`src/rtl/hw2_quotient_bcd.sv`:
```
`default_nettype none
// ============================================================================
// Module      : hw2_quotient_bcd
// Description : Downstream stage of the HW2 divider. On a 0->1 transition of
//               Done it captures Quotient and converts it to packed BCD with
//               the shift-and-add-3 (double dabble) algorithm, one bit per
//               clock. A divider overflow bypasses the conversion and is
//               reported as an all-ones BCD word with Err set.
// Ports       : Clk      - rising-edge clock
//               Rst      - asynchronous reset, active-high
//               Done     - divider completion; its rising edge starts a job
//               Overflow - divider overflow flag, sampled with Quotient
//               Quotient - divider result, sampled on the accepting edge
//               BCD      - packed BCD result, MS digit in the top nibble
//               Err      - 1 = last result was an overflow
//               Valid    - one-cycle pulse, BCD/Err just updated
//               Busy     - conversion in progress
// Revision    : 1.0 - initial release
// ============================================================================
module hw2_quotient_bcd #(
   parameter int WIDTH  = 16,
   parameter int DIGITS = 5
) (
   input  logic                  Clk,
   input  logic                  Rst,
   input  logic                  Done,
   input  logic                  Overflow,
   input  logic [WIDTH-1:0]      Quotient,
   output logic [4*DIGITS-1:0]   BCD,
   output logic                  Err,
   output logic                  Valid,
   output logic                  Busy
);

   localparam int BW = 4 * DIGITS;        // BCD field width
   localparam int SW = BW + WIDTH;        // full {bcd, bin} shift register
   localparam int CW = $clog2(WIDTH + 1); // bit counter width

   typedef enum logic [0:0] {
      IDLE  = 1'b0,
      SHIFT = 1'b1
   } state_t;

   state_t          state, state_n;
   logic            done_q;
   logic            start;
   logic [CW-1:0]   cnt, cnt_n;
   logic [SW-1:0]   sr, sr_n;
   logic [BW-1:0]   bcd_n;
   logic            err_n, valid_n, busy_n;
   logic [BW-1:0]   bcd_adj;
   logic [SW-1:0]   shifted;

   // done_q resets to 1 so a Done already high at reset release is not
   // mistaken for a fresh completion.
   assign start = Done & ~done_q;

   // Add-3 correction on every BCD nibble independently (no inter-nibble
   // carry): a nibble >= 5 would become >= 10 after the shift.
   generate
      for (genvar d = 0; d < DIGITS; d++) begin : g_adj
         logic [3:0] nib;
         assign nib = sr[WIDTH + 4*d +: 4];
         assign bcd_adj[4*d +: 4] = (nib >= 4'd5) ? nib + 4'd3 : nib;
      end
   endgenerate

   // The MSB of the corrected BCD field is dropped by the shift; it is always
   // zero because 10^DIGITS exceeds the largest binary input.
   assign shifted = {bcd_adj[BW-2:0], sr[WIDTH-1:0], 1'b0};

   always_comb begin
      state_n = state;
      cnt_n   = cnt;
      sr_n    = sr;
      bcd_n   = BCD;
      err_n   = Err;
      valid_n = 1'b0;
      busy_n  = Busy;
      case (state)
         IDLE: begin
            if (start) begin
               if (Overflow) begin
                  bcd_n   = '1;
                  err_n   = 1'b1;
                  valid_n = 1'b1;
               end else begin
                  sr_n    = {{BW{1'b0}}, Quotient};
                  cnt_n   = '0;
                  busy_n  = 1'b1;
                  state_n = SHIFT;
               end
            end
         end
         SHIFT: begin
            // Done rises seen here are consumed by done_q and not queued.
            sr_n  = shifted;
            cnt_n = cnt + CW'(1);
            if (cnt == CW'(WIDTH - 1)) begin
               bcd_n   = shifted[SW-1:WIDTH];
               err_n   = 1'b0;
               valid_n = 1'b1;
               busy_n  = 1'b0;
               state_n = IDLE;
            end
         end
         default: state_n = IDLE;
      endcase
   end

   always_ff @(posedge Clk or posedge Rst) begin
      if (Rst) begin
         state  <= IDLE;
         done_q <= 1'b1;
         cnt    <= '0;
         sr     <= '0;
         BCD    <= '0;
         Err    <= 1'b0;
         Valid  <= 1'b0;
         Busy   <= 1'b0;
      end else begin
         state  <= state_n;
         done_q <= Done;
         cnt    <= cnt_n;
         sr     <= sr_n;
         BCD    <= bcd_n;
         Err    <= err_n;
         Valid  <= valid_n;
         Busy   <= busy_n;
      end
   end

endmodule
`default_nettype wire

```
`config.mk`:
```
export PLATFORM = sky130hd
export DESIGN_NAME = hw2_quotient_bcd
export DESIGN_NICKNAME = d
export VERILOG_FILES = /design/src/rtl/hw2_quotient_bcd.sv
export SDC_FILE = /design/constraint.sdc
export NUM_CORES = 1
export LEC_CHECK = 0
export BUFFER_PORTS_ARGS = -buffer_cell sky130_fd_sc_hd__buf_2
export CAP_MARGIN = 40
export CELL_PAD_IN_SITES_DETAIL_PLACEMENT = 0
export CELL_PAD_IN_SITES_GLOBAL_PLACEMENT = 1
export CORE_AREA = 8 8 92 94
export CTS_CLUSTER_DIAMETER = 30
export DETAILED_ROUTE_END_ITERATION = 6
export DIE_AREA = 0 0 100 102
export PLACE_DENSITY_LB_ADDON = 0.3
export SLEW_MARGIN = 20
export SYNTH_ARGS = -nofsm -noshare
export SYNTH_HDL_FRONTEND = slang
export SYNTH_SLANG_ARGS = --single-unit
export TNS_END_PERCENT = 5
```
`constraint.sdc`:
```
create_clock -name Clk -period 5.15 [get_ports Clk]
set_input_delay 0.2575 -clock Clk [delete_from_list [all_inputs] [get_ports Clk]]
set_output_delay 0.2575 -clock Clk [all_outputs]
set_load 0.005 [all_outputs]
```
==> impl_metrics.json, run 1 <==
{
  "status": "completed",
  "yosysSeqAreaShare_pct": 54.3,
  "ys_types": 34,
  "postRouteWirelength_um": 6730,
  "remaining_drc_errors": 0,
  "final.setup.tns_ps": 0,
  "start_util_pct": 43.1,
  "tritoncts": "done",
  "whs_ps": 67.6,
  "clk_latency_ps": 330,
  "r2r_cells": 7,
  "reg2reg_setup_slack_ps": 2780,
  "rsz0062_at_grt": "no",
  "syn-num-nets": 322,
  "path_common_cell": "ha_1",
  "power.density_nw_per_um2": 620,
  "max_stage_delay_ps": 400,
  "hpwlAfterDp_um": 4710,
  "slowest_stage": "dfrtp_1",
  "stdcell_area_um2": 3590,
  "antenna_left": 0,
  "portBuffers": 42,
  "skew_ps": 8.94,
  "worst_pin_slew_ps": 639,
  "core_area_um2": 7060,
  "startpoint_type": "register",
  "die_x_um": 100,
  "syn-cell-area_um2": 3040,
  "setup.worst_path.end_class": "register",
  "routed_via_density": 5.18,
  "finalPower_mw": 2.23,
  "crit_type": "register to register",
  "fin_cells": 440,
  "yosys.area.top_type": "dfrtp_1",
  "min_to": "done_q$_DFF_PP1_",
  "setup_viol_count_final": 0,
  "drt_first_pass_iters": 4,
  "synth_area_leaders": "dfrtp_1 (53%), a222oi_1 (4.9%), ha_1 (4.9%)",
  "wl_per_cell_um": 15.3,
  "drt_iter0_markers": 146,
  "yosys_warnings": 0,
  "slew_headroom_pct": 57.1,
  "post-route-util_pct": 50.9,
  "grt_start_max_net_pins": 58,
  "hold_start": "Done",
  "critPathRequiredTime_ps": 5360,
  "syn2layout_area_growth_pct": 18.1,
  "cts_resized": 0,
  "path_max_fanout": 13,
  "path_cells": "ha_1, and3_1, ha_1, nand2_1, o21ai_1, buf_4, o22a_1",
  "fin_ws_ps": 2780,
  "htreeDepth": 3,
  "r2r_start": "cnt[0]$_DFFE_PP0P_",
  "placed_area_um2": 3360,
  "pin_count": 43,
  "place_ws_ps": 2630,
  "hold_class": "input port to register",
  "fmax_mhz": 422,
  "synth_cells": 290,
  "leakage_nw": 1.73,
  "layout-drive-gt1-share_pct": 21.8,
  "die_h_um": 102,
  "cts_buffer_depth": 2,
  "grt_pass1_wl_um": 11300,
  "min_period_over_period_pct": 46.0,
  "clock_sinks": 66,
  "grt_pass1_vias": 2294,
  "grt_use_total_pct": 14.1,
  "dp_cells": 421,
  "cts-root-buf": "clkbuf_8",
  "r2r_end": "BCD[12]$_DFFE_PP0P_",
  "clkTransAtPathRegs_ps": 60,
  "period_needed_ps": 2370,
  "grt-ovfl-total": 0,
  "yosys.area.top_type_share_pct": 53.5,
  "die_area_um2": 10200,
  "finalHoldViolations": 0,
  "vias": 2277,
  "worstPathArrival_ps": 2590,
  "min_path_cells": 1,
  "antenna_found_initial": 0,
  "report.final.slew_viol_count": 0,
  "max_cap_violations": 0,
  "yosys_register_bits": 66,
  "syn_area_per_cell_um2": 10.5,
  "gp_congestion": 0.791,
  "fin_nets": 367,
  "max-vdd-ir-drop_uv": 258,
  "cts_made_buffers": 9,
  "rows": 31
}
==> cell type report <==
type | instances | area, um2
Tap cell | 99 | 124
Clock inverter | 4 | 50.0
Timing Repair Buffer | 50 | 315
Antenna cell | 1 | 2.50
Sequential cell | 66 | 1650
Inverter | 28 | 105
Fill cell | 661 | 3470
Multi-Input combinational cell | 180 | 1190
Clock buffer | 12 | 155
==> timing repair <==
item                                   in CTS  in global routing
buffers inserted                            0                  0
hold buffers                                1                  0
endpoints found under the hold margin       9                  0
==> cell usage after synthesis <==
master     n
nand4_1    1
a22o_1     5
nand2b_1   8
buf_2      6
nor3_1     8
nor3b_1    3
o22a_1     7
nand3_1    9
a211oi_1   2
xnor2_1    6
and3_1     1
ha_1      12
o21a_1     1
inv_1     27
a222oi_1  15
a21o_1     4
nand2b_4   1
nor2_1    19
clkbuf_1   5
o21ai_1    5
dfstp_2    1
buf_6      3
nor3_4     1
buf_4      2
and2_1     1
mux2i_1    1
mux2_2     5
nand2_1   19
inv_2      1
o21ai_0   18
dfrtp_1   65
a21oi_1   26
or3_1      1
a41oi_1    1
==> worst max-delay path, delay by kind of cell, from the launching register on <==
kind	cells	cell delay, ps
buffers and inverters	1	300
AND/OR/NAND/NOR	2	550
adder cells (fa/ha/maj)	2	460
flip-flops	1	400
AO/OA/AOI/OAI	2	550
==> report_power, final <==
group | switching (mW) | leakage, nW | total (mW) | internal (mW)
Clock | 0.190 | 0.0986 | 0.440 | 0.249
Sequential | 0.166 | 0.789 | 0.903 | 0.737
Combinational | 0.458 | 0.845 | 0.883 | 0.425
Total | 0.815 | 1.73 | 2.23 | 1.41
==> layer usage <==
metal | wire (um) | GRT usage (%) | vias up
met4 | 61 | 6.16 | 0
met2 | 2940 | 20.6 | 60
met3 | 476 | 4.63 | 6
met5 | 0 | 0 | -
met1 | 3260 | 18.8 | 1089
li1 | - | - | 1122
==> sequential cells by signal (all words and copies together), names as in the netlist <==
register  flops
sr           36
BCD          20
cnt           5
Busy          1
Err           1
Valid         1
done_q        1
state         1
==> logic make-up after synthesis <==
logic type | after synthesis | synth area share (%)
compound gates | 84 | 18.5
mux | 6 | 2.18
buf+inv | 44 | 6.66
simple gates | 72 | 11.7
fa+ha+maj | 12 | 4.94
xor+xnor | 6 | 1.73
flops | 66 | 54.3
==> worst max-delay path by stage <==
stage	to	slack, ps	cells past startpoint	from
final	BCD[12]$_DFFE_PP0P_	2780	7	cnt[0]$_DFFE_PP0P_
after global routing	BCD[8]$_DFFE_PP0P_	2580	7	cnt[0]$_DFFE_PP0P_
after CTS	BCD[10]$_DFFE_PP0P_	2630	5	state$_DFF_PP0_
after detailed placement	BCD[10]$_DFFE_PP0P_	2630	5	state$_DFF_PP0_
after global placement	sr[3]$_DFFE_PP0P_	2750	4	state$_DFF_PP0_
after floorplan	BCD[0]$_DFFE_PP0P_	3240	1	Rst
==> placed cells by master, fill, tap and decap left out, drive strengths merged, types with 12 or more instances in the layout <==
| cell type | synthesis | routed |
|---|---|---|
| inv | 28 | 28 |
| dfrtp | 65 | 65 |
| a21oi | 26 | 26 |
| o21ai | 23 | 23 |
| nand2 | 19 | 19 |
| nor2 | 19 | 19 |
| clkbuf | 5 | 12 |
| buf | 11 | 49 |
| a222oi | 15 | 15 |
| ha | 12 | 12 |
Note: power is estimated with default switching activity, not from simulation.
==> inputs of run 2 (changes only) <==
--- a/config.mk
+++ b/config.mk
@@ -5,14 +5,15 @@
 export SDC_FILE = /design/constraint.sdc
 export NUM_CORES = 1
 export LEC_CHECK = 0
+export ABC_AREA = 1
 export BUFFER_PORTS_ARGS = -buffer_cell sky130_fd_sc_hd__buf_2
 export CAP_MARGIN = 40
 export CELL_PAD_IN_SITES_DETAIL_PLACEMENT = 0
 export CELL_PAD_IN_SITES_GLOBAL_PLACEMENT = 1
-export CORE_AREA = 8 8 92 94
+export CORE_AREA = 8 8 102 104
 export CTS_CLUSTER_DIAMETER = 30
 export DETAILED_ROUTE_END_ITERATION = 6
-export DIE_AREA = 0 0 100 102
+export DIE_AREA = 0 0 110 112
 export PLACE_DENSITY_LB_ADDON = 0.3
 export SLEW_MARGIN = 20
 export SYNTH_ARGS = -nofsm -noshare
==> constraint.sdc (replaced) <==
create_clock -name Clk -period 1.9 [get_ports Clk]
set_input_delay 0.095 -clock Clk [delete_from_list [all_inputs] [get_ports Clk]]
set_output_delay 0.095 -clock Clk [all_outputs]
set_load 0.005 [all_outputs]
==> impl_metrics.json, run 2 <==
{
  "leakage_nw": 2.18,
  "top_register": "sr",
  "synth_edf_count": 0,
  "worstPathArrival_ps": 1960,
  "syn_area_per_cell_um2": 8.07,
  "rsz0062_at_grt": "no",
  "fill_cells": 907,
  "clk_latency_ps": 330,
  "placed_area_um2": 3600,
  "critPathRequiredTime_ps": 2160,
  "htreeDepth": 3,
  "whs_ps": 142,
  "reg2reg_setup_slack_ps": 200,
  "layout-drive-gt1-share_pct": 15.5,
  "hold_class": "input port to register",
  "crit_type": "register to register",
  "dp_cells": 554,
  "period_needed_ps": 1700,
  "stdcell_area_um2": 3990,
  "antenna_cells": 0,
  "gp_congestion": 0.828,
  "final_common_cell": "nand2_1",
  "max-vdd-ir-drop_uv": 579,
  "antenna_found_initial": 0,
  "synth_area_leaders": "dfrtp_1 (49%), nand2_1 (18%), nand3_1 (5.6%)",
  "ys_types": 24,
  "min_path_cells": 3,
  "grt_pass1_vias": 2750,
  "cts_setup_buffers": 0,
  "grt_use_total_pct": 12.8,
  "finalPower_mw": 6.40,
  "path_max_fanout": 13,
  "fin_cells": 588,
  "start_util_pct": 37.2,
  "yosys.area.top_type_share_pct": 49.2,
  "yosysMostFrequentCell": "nand2_1",
  "setup.worst_path.end_class": "register",
  "yosys_warnings": 0,
  "report.final.slew_viol_count": 0,
  "die_x_um": 110,
  "yosys.area.top_type": "dfrtp_1",
  "max_cap_violations": 0,
  "syn-cell-area_um2": 3310,
  "portBuffers": 42,
  "remaining_drc_errors": 0,
  "syn-num-nets": 442,
  "hold_start": "Overflow",
  "die_h_um": 112,
  "drt_first_pass_iters": 4,
  "r2r_cells": 10,
  "min_to": "Err$_DFFE_PP0P_",
  "yosys_register_bits": 66,
  "status": "completed",
  "hpwlAfterDp_um": 5110,
  "vias": 2749,
  "cts_buffer_depth": 2,
  "drt_iter0_markers": 113,
  "startpoint_type": "register",
  "min_period_over_period_pct": 89.4,
  "fin_nets": 504,
  "cts_made_buffers": 9,
  "rows": 35,
  "finalHoldViolations": 0,
  "tritoncts": "done",
  "most-common-layout-cells": "nand2_1 (156), dfrtp_1 (64), inv_1 (43), buf_2 (42), nand3_1 (37)",
  "top_regs": "sr (36), BCD (20), cnt (5)",
  "synth_ff_type": "dfrtp_1",
  "synth_cells": 410,
  "final.setup.tns_ps": 0,
  "cts-root-buf": "clkbuf_8",
  "skew_ps": 8.41,
  "post-route-util_pct": 44.9,
  "fin_ws_ps": 201,
  "setup_viol_count_final": 0,
  "core_area_um2": 8890,
  "slew_headroom_pct": 63.7,
  "fmax_mhz": 588,
  "r2r_start": "cnt[0]$_DFFE_PP0P_",
  "largest_register_ffs": 36,
  "r2r_end": "BCD[3]$_DFFE_PP0P_",
  "antenna_left": 0,
  "routed_via_density": 4.68,
  "place_ws_ps": 142,
  "pin_count": 43,
  "clock_sinks": 66,
  "grt_pass1_wl_um": 12800,
  "yosys-top-cells-count": "nand2_1 (156), dfrtp_1 (65), inv_1 (44), nand3_1 (37), o21ai_0 (22)",
  "wl_per_cell_um": 12.5,
  "die_area_um2": 12300,
  "synthArstFlopShare_pct": 100,
  "postRouteWirelength_um": 7330,
  "worst_pin_slew_ps": 544,
  "grt-ovfl-total": 0,
  "syn2layout_area_growth_pct": 20.7,
  "power.density_nw_per_um2": 1600,
  "clkTransAtPathRegs_ps": 70,
  "yosysSeqAreaShare_pct": 50.0,
  "grt_start_max_net_pins": 44
}
==> run 2: cell types whose count changed after synthesis, sizes merged, moves of 6 or more <==
| cell | previous run | this run |
|---|---|---|
| nand3 | 9 | 37 |
| nand2 | 19 | 161 |
| inv | 28 | 47 |
| xnor2 | 6 | 0 |
| a21oi | 26 | 18 |
| o22a | 7 | 0 |
| nand2b | 9 | 0 |
| a222oi | 15 | 0 |
| nand4 | 1 | 9 |
| nor3 | 9 | 0 |
==> run 2: timing repair <==
item / 4_1_cts / 5_1_grt
hold buffers: 18 / 0
resized for setup: 0 / 1
hold endpoints to repair: 39 / 0
endpoints found under the setup margin: 0 / 1
==> run 2: cell families after synthesis <==
family          share of synthesized area (%)
buf+inv                                  8.63
simple gates                             28.9
flops                                    50.0
compound gates                           7.98
fa+ha+maj                                4.54
==> run 2: worst max path at each step <==
stage	to	from	slack (ps)
floorplan	BCD[0]$_DFFE_PP0P_	Rst	150
global placement	BCD[15]$_DFFE_PP0P_	cnt[0]$_DFFE_PP0P_	180
detailed placement	BCD[3]$_DFFE_PP0P_	cnt[0]$_DFFE_PP0P_	140
CTS	BCD[3]$_DFFE_PP0P_	cnt[0]$_DFFE_PP0P_	130
global route	BCD[3]$_DFFE_PP0P_	cnt[0]$_DFFE_PP0P_	40
finish	BCD[3]$_DFFE_PP0P_	cnt[0]$_DFFE_PP0P_	200
==> run 2: critical path: stages (launching register included) <==
cell and delay [ps]:
dfrtp_1 400, ha_1 220, nand2_1 90, nor2_1 50, ha_1 170, nand2_2 110
nand2_2 80, o21ai_4 170, buf_6 220, nand2_1 60, o21ai_1 70
==> run 2: routing by layer <==
metal	vias up	track usage (%)	wire (um)	share of wire (%)
met1	1274	16.6	3530	48
met4	0	5.14	85	1.2
met5	-	0	0	0
met2	42	19.6	3390	46
li1	1426	-	-	-
met3	7	3.52	322	4.4
==> run 2: cell type report <==
cell class                 instances  area [um2]  area share (%)
multi-input combinational        284        1370            34.3
clock buffer                      14         173            4.33
tap                              111         139            3.48
sequential                        66        1650            41.5
timing repair buffer              64         437            10.9
inverter                          47         184            4.61
clock inverter                     2        35.0           0.878
==> run 2: report_power, final <==
part / switching, mW / leakage, nW / internal (mW) / total [mW]
clock: 0.511 / 0.107 / 0.714 / 1.23
combinational: 1.68 / 1.26 / 1.05 / 2.73
sequential: 0.425 / 0.816 / 2.03 / 2.45
